[src/rtl/seven_seg_scan.sv]
// Multiplexed four-digit common-anode seven-segment driver with a per-frame snapshot of the input.
// Optional macro LEADING_ZERO_BLANK_EN blanks leading zero digits (digit 0 always stays lit).
module seven_seg_scan #(
  parameter int REFRESH_DIV = 100_000,
  parameter int BLANK_CYC   = 16
) (
  input  logic        clk,
  input  logic        rst,
  input  logic [15:0] value,
  input  logic [3:0]  dp_in,
  input  logic        en,
  output logic [6:0]  seg,
  output logic        dp,
  output logic [3:0]  an
);

  localparam int            CW        = $clog2(REFRESH_DIV);
  localparam logic [CW-1:0] CNT_MAX   = CW'(REFRESH_DIV - 1);
  localparam logic [CW-1:0] BLANK_END = CW'(BLANK_CYC);

  logic [CW-1:0] cnt;
  logic [1:0]    idx;
  logic [15:0]   snap_val;
  logic [3:0]    snap_dp;
  logic          tick;
  logic [3:0]    nibble;
  logic [6:0]    seg_dec;
  logic          lit;
  logic          lead_blank;
  logic [3:0]    an_nxt;
  logic [6:0]    seg_nxt;
  logic          dp_nxt;

  assign tick = (cnt == CNT_MAX);

  // The snapshot is taken on the last cycle of slot 3 so a whole frame always shows one value.
  always_ff @(posedge clk or negedge rst) begin
    if (!rst) begin
      cnt      <= '0;
      idx      <= '0;
      snap_val <= '0;
      snap_dp  <= '0;
    end else begin
      if (tick) begin
        cnt <= '0;
        idx <= idx + 2'd1;
      end else begin
        cnt <= cnt + CW'(1);
      end
      if (tick && (idx == 2'd3)) begin
        snap_val <= value;
        snap_dp  <= dp_in;
      end
    end
  end

  assign nibble = snap_val[{idx, 2'b00} +: 4];

  always_comb begin
    seg_dec = 7'h7F;
    case (nibble)
      4'h0: seg_dec = 7'b1000000;
      4'h1: seg_dec = 7'b1111001;
      4'h2: seg_dec = 7'b0100100;
      4'h3: seg_dec = 7'b0110000;
      4'h4: seg_dec = 7'b0011001;
      4'h5: seg_dec = 7'b0010010;
      4'h6: seg_dec = 7'b0000010;
      4'h7: seg_dec = 7'b1111000;
      4'h8: seg_dec = 7'b0000000;
      4'h9: seg_dec = 7'b0010000;
      4'hA: seg_dec = 7'b0001000;
      4'hB: seg_dec = 7'b0000011;
      4'hC: seg_dec = 7'b1000110;
      4'hD: seg_dec = 7'b0100001;
      4'hE: seg_dec = 7'b0000110;
      4'hF: seg_dec = 7'b0001110;
      default: seg_dec = 7'h7F;
    endcase
  end

`ifdef LEADING_ZERO_BLANK_EN
  // zero_above[i] is set when nibbles i..3 are all zero; digit 0 is never blanked.
  logic [3:0] zero_above;
  always_comb begin
    zero_above    = 4'b0000;
    zero_above[3] = (snap_val[15:12] == 4'h0);
    zero_above[2] = zero_above[3] && (snap_val[11:8] == 4'h0);
    zero_above[1] = zero_above[2] && (snap_val[7:4] == 4'h0);
  end
  assign lead_blank = zero_above[idx];
`else
  assign lead_blank = 1'b0;
`endif

  assign lit = en && (cnt >= BLANK_END);

  // A blanked leading digit keeps its anode on only to show a requested decimal point.
  always_comb begin
    an_nxt  = 4'hF;
    seg_nxt = 7'h7F;
    dp_nxt  = 1'b1;
    if (lit) begin
      if (!lead_blank) begin
        an_nxt  = ~(4'b0001 << idx);
        seg_nxt = seg_dec;
        dp_nxt  = ~snap_dp[idx];
      end else if (snap_dp[idx]) begin
        an_nxt = ~(4'b0001 << idx);
        dp_nxt = 1'b0;
      end
    end
  end

  always_ff @(posedge clk or negedge rst) begin
    if (!rst) begin
      an  <= 4'hF;
      seg <= 7'h7F;
      dp  <= 1'b1;
    end else begin
      an  <= an_nxt;
      seg <= seg_nxt;
      dp  <= dp_nxt;
    end
  end

endmodule

[config.mk]
export PLATFORM = sky130hd
export DESIGN_NAME = seven_seg_scan
export DESIGN_NICKNAME = d
export VERILOG_FILES = /design/src/rtl/seven_seg_scan.sv
export SDC_FILE = /design/constraint.sdc
export NUM_CORES = 1
export LEC_CHECK = 0
export ABC_AREA = 1
export ABC_CLOCK_PERIOD_IN_PS = 1600
export BUFFER_PORTS_ARGS = -buffer_cell sky130_fd_sc_hd__buf_2
export CAP_MARGIN = 20
export CELL_PAD_IN_SITES_DETAIL_PLACEMENT = 0
export CELL_PAD_IN_SITES_GLOBAL_PLACEMENT = 1
export CORE_MARGIN = 10
export CORE_UTILIZATION = 38
export CTS_BUF_LIST = sky130_fd_sc_hd__clkbuf_16
export CTS_CLUSTER_DIAMETER = 30
export DETAILED_ROUTE_END_ITERATION = 12
export GPL_TIMING_DRIVEN = 0
export MAX_ROUTING_LAYER = met4
export PLACE_DENSITY = 0.79
export RECOVER_POWER = 25
export SLEW_MARGIN = 25
export SYNTH_ARGS = -nofsm -noshare
export SYNTH_HDL_FRONTEND = slang
export SYNTH_SLANG_ARGS = --single-unit
[constraint.sdc]
create_clock -name clk -period 1.6 [get_ports clk]
set_clock_uncertainty 0.2 [all_clocks]
set_input_delay 0 -clock clk [delete_from_list [all_inputs] [get_ports clk]]
set_output_delay 0 -clock clk [all_outputs]
set_load 0.005 [all_outputs]
# Word level (Yosys, flattened, before mapping)
# Memory sizes are Yosys's and may differ from the RTL's.
# Index checks and enable logic that the tools add are counted.
[word_totals] ff_bits=51 romBits=112 input_bits=23 output_inout_bits=12 elab_cells=26 mem_count=1
[op_classes] add_sub_neg=2 magnitude_cmp=2 n_eq_ne=2 shift=2 muxes=6 n_bitwise=2 n_reduce_logical=2
[mem_list] name="(no name shown)" depth=16 word_bits=7 rd=1 rd_clocked_by_memory_dff=0 wr=0 line="61" source="case (nibble)"
[ops] cell="17-bit by 1-bit adder with 17-bit output (second input constant)" count=1
[ops] cell="17-bit == test (second input constant)" count=1
[ops] cell="17-bit by 5-bit >= comparator with 1-bit output (second input constant)" count=1
[ops] cell="17-bit two-way mux" count=1
[ops] cell="16-bit by 5-bit variable part select with 4-bit output" count=1
[ops] cell="7-bit two-way mux" count=1
[ops] cell="4-bit two-way mux" count=1
[ops] cell="4-bit inverter" count=1
[ops] cell="1-bit by 2-bit << shifter with 4-bit output (first input constant)" count=1
[ops] cell="2-bit by 3-bit less-than comparator with 1-bit output (second input constant)" count=1
[ops] cell="2-bit by 1-bit adder with 2-bit output (second input constant)" count=1
[ops] cell="1-bit binary-select mux with 2-bit select" count=1
[ops] cell="2-bit == test (second input constant)" count=1
[ops] cell="1-bit logical AND" count=2
[ops] cell="1-bit two-way mux" count=2
[ops] cell="1-bit inverter" count=1

# Depth between registers and ports, before layout
# Gate-level depths: netlist of run 1.
[logic_depth] word_depth=4 ltp_mapped=11 mapped_depth_nobuf=10

# Worst setup path before layout of run 1
# OpenSTA, ideal clock, no wires.
[synth_path] kind="register to register" start="reg idx[0]" end="reg seg[0]" setup_ns=0.078 arrival_ns=1.459 required_ns=1.322 setup_slack_ns=-0.137 path_stages_with_launch=12 path_buffers=1 period_less_slack_ns=1.737 cell_sequence="dfrtp_1 -> inv_2 -> buf_2 -> nand2_1 -> nand3_1 -> nand2_1 -> inv_1 -> ha_1 -> nand3_1 -> nor2_1 -> nor2_1 -> nand2_1"
[synth_between] elab_chain_len=3
[synth_rtl] element="start, declared" line="22" source="logic [1:0] idx;"
[synth_rtl] element="start signal, assigned" line="46" source="idx <= idx + 2'd1;"
[synth_rtl] element="16-bit by 5-bit variable part select with 4-bit output" line="57" source="assign nibble = snap_val[{idx, 2'b00} +: 4];"
[synth_rtl] element="memory read 16 x 7 bit"
[synth_rtl] element="7-bit two-way mux" line="103" source="if (lit) begin"
[synth_rtl] element="net seg_nxt[0]" line="31" source="logic [6:0] seg_nxt;"
[synth_rtl] element="end signal, assigned" line="122" source="seg <= seg_nxt;"
[synth_rtl] element="end, declared" line="12" source="output logic [6:0] seg,"
# The timed path passes the listed nets, and every way through them passes these cells.
# A chain may end at the register's enable or synchronous reset.

# Worst setup path in the final report of run 1
[layout_path] start="reg idx[0]" end="reg seg[4]"
# The elaborated chain is that of the path after synthesis.

==> flow_summary.yaml, run 1 <==
finish:
  final_util_pct: 60.7
  final_cells: 540
  post_route_cells_drive_above_1_share_pct: 40.3
  fin_nets: 478
  area_delta_synth_final_pct: 53.5
  fillers: 594
  antenna_cells: 0
sta:
  hold_viol_final: 0
  fmax_mhz: 583
  slew-limit-headroom_pct: 25.1
  slew_viol_final: 0
  rsz0062_at_grt: "true"
  finalSetupViolations: 36
  setup_ws_ps: -116
  fin_crit_ps: 1720
  worst_pin_slew_ps: 1120
  final.period_utilization_pct: 107
critical_path:
  worstPathArrival_ps: 1750
  crit_required_ps: 1630
  crit_fanout: 6
  end_kind: "register"
  startpoint_type: "register"
  path_class: "reg -> reg"
power_and_ir_drop:
  vdd_drop_max_uv: 587
  p_int_w: 0.00210
  seq_power_share_pct: 49.1
  leakage_nw: 1.89
  switchingPower_w: 0.000553
  power_frac_comb_pct: 4.3
  powerDensity_mw_per_mm2: 641
  finalPower_w: 0.00266
  power_frac_clock_pct: 46.6
  swShare_pct: 20.8
placement:
  hpwlAfterDp_mm: 4.49
  place_ws_ps: -350
  dp.cells: 470
  io_buffers: 34
  gp_congestion: 0.824
cts:
  clockBufferDepth: 2
  cts_made_buffers: 5
  clk_pin_slew_worst_paths_ps: 80
  cts_max_level: 2
  clk-insertion-delay-late_ps: 290
  cts_sinks: 51
  cts-root-buf: "clkbuf_16"
  cts_tree: "done"
hold_path:
  hp-class: "in -> async"
floorplanning:
  initial_core_util_pct: 39.5
  die_height_um: 104
  rows: 30
  die_w_um: 104
  num_io_pins: 35
  die-area_mm2: 0.0109
  design.core.area_mm2: 0.00683
yosys:
  synth_warnings: 0
  synthMuxAreaShare_pct: 0
  synth_edf_count: 0
  synth_fa_ha_area_share_pct: 5.56
  synthXorXnorAreaFrac_pct: 2.59
  synth_top_area_share_pct: 36.1
  ys.flop_type: "dfrtp_1"
  synth_top_family_by_area: "simple AND/OR/NAND/NOR gates"
  syn_area_mm2: 0.00270
  synth-compound-area-share_pct: 1.20
  yosysSeqAreaShare_pct: 47.8
  async_reset_ff_share_pct: 100
  synth_cell_types: 22
  synth-seq-cells: 51
  synth_nets: 375
  synthCells: 340
  synth_top_cell_by_area: "dfrtp_1"
  synth_area_leaders: "dfrtp_1, nand2_1, dfstp_2"
  synthSimpleGateAreaFrac_pct: 37.0
  avgSynthCellArea_um2: 7.94
route:
  drtIter0Drc: 73
  wl_per_cell_um: 14.0
  totalWireLength_mm: 7.55
  final_antenna_net_count: 0
  drcViolationCount: 0
  vias: 2557
  drt_first_pass_iters: 4
  via_per_inst: 4.74
global_routing:
  grt_pass1_wl_mm: 12.0
  antenna_found_initial: 0
  overflow: 0
  grt_pass1_vias: 2585
  grt_usage_pct: 13.3
  grt_max_degree: 52
flow_run:
  cap_violations: 0
run_status:
  violations: "setup timing"
  status: "complete, but fails checks"
-- synth_stat cells, types with 3 or more instances --
| cell | n |
|---|---|
| buf_2 | 8 |
| dfrtp_1 | 39 |
| dfstp_2 | 12 |
| ha_1 | 12 |
| inv_1 | 24 |
| inv_2 | 4 |
| nand2_1 | 121 |
| nand3_1 | 32 |
| nand3_2 | 3 |
| nand4_1 | 23 |
| nor2_1 | 36 |
| nor3_1 | 4 |
| o21ai_0 | 4 |
| xor2_1 | 7 |
-- cell type report --
| class | instances | area, um2 | share of cell area, % |
|---|---|---|---|
| flip-flops and latches | 51 | 1300 | 31.3 |
| clock buffers | 5 | 125 | 3.02 |
| clock inverters | 3 | 42.5 | 1.03 |
| inverters | 29 | 126 | 3.05 |
| multi-input cells | 251 | 1620 | 39.2 |
| repair buffers | 95 | 718 | 17.3 |
| plain buffers | 10 | 92.6 | 2.23 |
| well taps | 96 | 120 | 2.90 |
-- logic make-up (layout without fill, tap and decap cells) --
kind of cell	Yosys count	after routing
AO/OA/AOI/OAI	6	6
AND/OR/NAND/NOR	224	225
flip-flops	51	51
adder cells (fa/ha/maj)	12	12
XOR/XNOR	8	8
buffers and inverters	39	142
-- path summary, 6_finish.rpt --
path                              from           end  cells after the start  slack [ps]
max                             idx[0]        seg[4]                     10        -120
max in group asynchronous          rst        cnt[5]                      2         170
min                                rst  snap_val[11]                      2         270
max reg2reg                     idx[0]        seg[4]                     10        -120
min in group clk           snap_val[7]   snap_val[7]                      2         280
min reg2reg                snap_val[7]   snap_val[7]                      2         280
-- registers in the layout, summed over array words and instances, names as in the netlist --
register  cells
cnt          17
dp            1
snap_val     16
idx           2
snap_dp       4
an            4
seg           7
-- per-layer routing --
metal	track usage (%)	routed length, um	vias to the layer above	part of all wire, %
met5	-	0	-	0
met3	2.97	278	10	3.7
met4	3.68	86	0	1.1
met2	21.0	3730	51	49
li1	-	-	1301	-
met1	16.6	3460	1195	46
-- through the flow --
step	setup TNS (ps)	hold WS [ps]	instance area (um2)
2_1_floorplan	-136	-496	2730
3_3_place_gp	-6710	50.3	3020
3_5_place_dp	-7120	-126	3020
4_1_cts	-763	106	3760
5_1_grt	-7690	308	4150
6_report	-2780	275	4150
-- cell usage in the layout (no fill, tap or decap), drive strengths merged --
cell type    instances
nand2              124
buf                 81
dfrtp               39
nor2                37
nand3               35
inv                 30
nand4               23
dlygate4sd3         22
dfstp               12
ha                  12
xor2                 7
clkbuf               7
nor3                 6
o21ai                4
xnor2                1
a31oi                1
o22ai                1
bufinv               1
clkinv               1
-- power by group through the flow --
stage               sequential [W]  clock, W  combinational [W]
global route               0.00130   0.00130           0.000130
floorplan                  0.00133         0         0.00000795
global placement           0.00133         0          0.0000727
CTS                        0.00130   0.00124           0.000116
detailed placement         0.00133         0          0.0000748
finish                     0.00130   0.00124           0.000114
-- worst max-delay path, cell delays in order, from the launching register on --
cell and delay, ps:
dfrtp_1 410, inv_2 100, buf_8 150, nand2_4 60, nand3_4 60, nand2_4 90
buf_4 160, ha_1 170, nand3_1 90, nand3_1 80, nand3_1 100
-- repair_timing --
item	in CTS	in global routing
cloned	1	1
hold endpoints to repair	83	0
setup buffers	22	16
hold buffers	22	0
setup endpoints to repair	45	46
gates resized for setup	49	63
pin swaps	12	17
(Power assumes the default switching activity.)
==> run 2, diff against run 1 <==
CORE_ASPECT_RATIO = 1.25   (was default)
==> run 2 against run 1 <==
Compared with the run above:
- the run still ends with setup timing left
- global-route usage increased by 0.69 points
- largest power group unchanged
- final area shrank 5.0%
- first-iteration DRC count is 100% higher
- hold slack better by 3.5 ps
- worst setup slack worse by 14 ps
- critical path depth stayed put
- critical endpoint is now seg[1]
- critical path type unchanged
- non-clock buffer count is 10 lower
- core utilization shrank 3.9 points
- sequential share of layout area increased by 1.7 points
- final cell count shrank 3.0%
==> flow_summary.yaml, run 2 (synthesis results as in run 1) <==
run_status:
  violations: "setup timing"
  status: "complete, but fails checks"
critical_path:
  regToRegSetupSlack_ps: -130
  crit_chain: "inv_2, buf_8, nand2_2, nand3_4, nand2_8, ha_4, nand3_4, nor2_2, nor2_1, nand2_1"
  crit_required_ps: 1630
  cp_num_buf_inv: 2
  cp.depth: 10
  startpoint_type: "register"
  crit_family: "simple AND/OR/NAND/NOR gates"
  worstSetupEndpoint: "seg[1]"
  slowest_stage: "dfrtp_2"
  r2r-start: "idx[0]"
  crit_fanout: 7
  path_class: "reg -> reg"
  r2r_end: "seg[1]"
  setup.worst_path.start: "idx[0]"
  r2r_cells: 10
  slowest_delay_ps: 450
  worst_path_most_repeated_cell: "nand3_4"
  end_kind: "register"
  worstPathArrival_ps: 1760
cts:
  cts_tree: "done"
  clk_pin_slew_worst_paths_ps: 70
  clockBufferDepth: 2
  cts-root-buf: "clkbuf_16"
  cts_sinks: 51
  clk-insertion-delay-late_ps: 290
  cts_max_level: 2
  cts_made_buffers: 5
power_and_ir_drop:
  vdd_drop_max_uv: 480
  p_int_w: 0.00194
  swShare_pct: 21.4
  powerDensity_mw_per_mm2: 628
  switchingPower_w: 0.000528
  seq_power_share_pct: 52.7
  power_frac_clock_pct: 42.6
  finalPower_w: 0.00247
  leakage_nw: 1.84
  power_frac_comb_pct: 4.6
global_routing:
  overflow: 0
  grt_pass1_vias: 2522
  antenna_found_initial: 0
  grt_usage_pct: 14.0
  grt_pass1_wl_mm: 11.8
  grt_max_degree: 52
finish:
  largest_reg_flops: 17
  fin_area_mm2: 0.00394
  mostFrequentLayoutCells: "nand2_1, dfrtp_1, buf_2"
  fin_nets: 468
  regMostFlops: "cnt"
  layout_commonest_cell: "nand2_1"
  antenna_cells: 0
  post_route_cells_drive_above_1_share_pct: 36.2
  largest_registers: "cnt x17, snap_val x16, seg x7"
  fillers: 621
  final_util_pct: 56.8
  area_delta_synth_final_pct: 45.9
route:
  via_per_inst: 4.82
  totalWireLength_mm: 7.28
  final_antenna_net_count: 0
  vias: 2526
  drcViolationCount: 0
  wl_per_cell_um: 13.9
  drtIter0Drc: 147
  drt_first_pass_iters: 4
sta:
  setup_ws_ps: -129
  tns_ps: -2140
  hold_slack_ps: 278
  slew_viol_final: 0
  fmax_mhz: 578
  final.period_utilization_pct: 108
  rsz0062_at_grt: "true"
  worst_pin_slew_ps: 1130
  fin_crit_ps: 1730
  hold_viol_final: 0
  slew-limit-headroom_pct: 24.6
  finalSetupViolations: 32
placement:
  gp_congestion: 0.856
  hpwlAfterDp_mm: 4.83
  placed_cell_area_mm2: 0.00301
  io_buffers: 34
floorplanning:
  initial_core_util_pct: 38.9
  die_height_um: 114
  die_w_um: 95.4
  rows: 34
  design.core.area_mm2: 0.00693
  die-area_mm2: 0.0109
  num_io_pins: 35
hold_path:
  holdPathStages: 2
  hp-class: "reg -> reg"
flow_run:
  cap_violations: 0
==> run 2: cell types whose count changed in the layout (fill, tap and decap cells not counted), moves of 3 or more <==
cell,before,now
nor2_1,25,32
nor2_2,9,2
buf_6,10,4
nand2_1,97,103
buf_4,35,31
nand2_4,7,3
inv_2,3,6
==> run 2: through the flow <==
| step | std cells | worst slack (ps) |
|---|---|---|
| after global placement | 464 | -335 |
| final | 524 | -129 |
| after floorplan | 340 | -38.9 |
| after detailed placement | 464 | -419 |
| after global routing | 524 | -220 |
| after CTS | 512 | -124 |
==> run 2: final cells by class <==
class                           count  area, um2  share of cell area, %
Buffer                             10       88.8                   2.25
Clock buffer                        5        125                   3.18
Clock inverter                      3       18.8                  0.476
Inverter                           29        121                   3.08
Multi-Input combinational cell    251       1550                   39.4
Sequential cell                    51       1300                   32.9
Tap cell                           90        113                   2.86
Timing Repair Buffer               85        624                   15.8
==> run 2: power groups by stage <==
stage	Combinational, W	Sequential (W)	Clock, W
after floorplan	0.00000795	0.00133	0
after global placement	0.0000736	0.00133	0
after detailed placement	0.0000745	0.00133	0
after CTS	0.000116	0.00130	0.00108
after global routing	0.000128	0.00130	0.00113
final	0.000115	0.00130	0.00105
==> run 2: how the worst min path moves through the flow <==
stage                   endpoint  slack (ps)  startpoint
floorplan                 cnt[0]        -500         rst
finish                snap_dp[3]         280  snap_dp[3]
global route        snap_val[14]         310   value[14]
global placement    snap_val[13]          60   value[13]
CTS                      cnt[14]         120         rst
detailed placement  snap_val[14]        -130         rst
==> run 2: repair_timing <==
item / in CTS / in global routing
endpoints found under the setup margin: 45 / 47
endpoints found under the hold margin: 83 / 0
cloned: 1 / 0
setup buffers: 17 / 12
pin swaps: 9 / 18
resized for setup: 49 / 36
hold buffers: 22 / 0
==> run 2: worst reg2reg max path: stages, from the launching register on <==
cell     delay [ps]
dfrtp_2         450
inv_2            80
buf_8           130
nand2_2          70
nand3_4          80
nand2_8          90
ha_4            290
nand3_4          80
nor2_2          110
nor2_1           40
nand2_1          50
==> run 2: layer usage <==
layer / track usage (%) / vias up / routed length [um]
met4: 4.93 / 0 / 130
met1: 15.3 / 1198 / 2940
met2: 24.7 / 36 / 3980
met5: - / - / 0
li1: - / 1279 / -
met3: 2.36 / 13 / 234
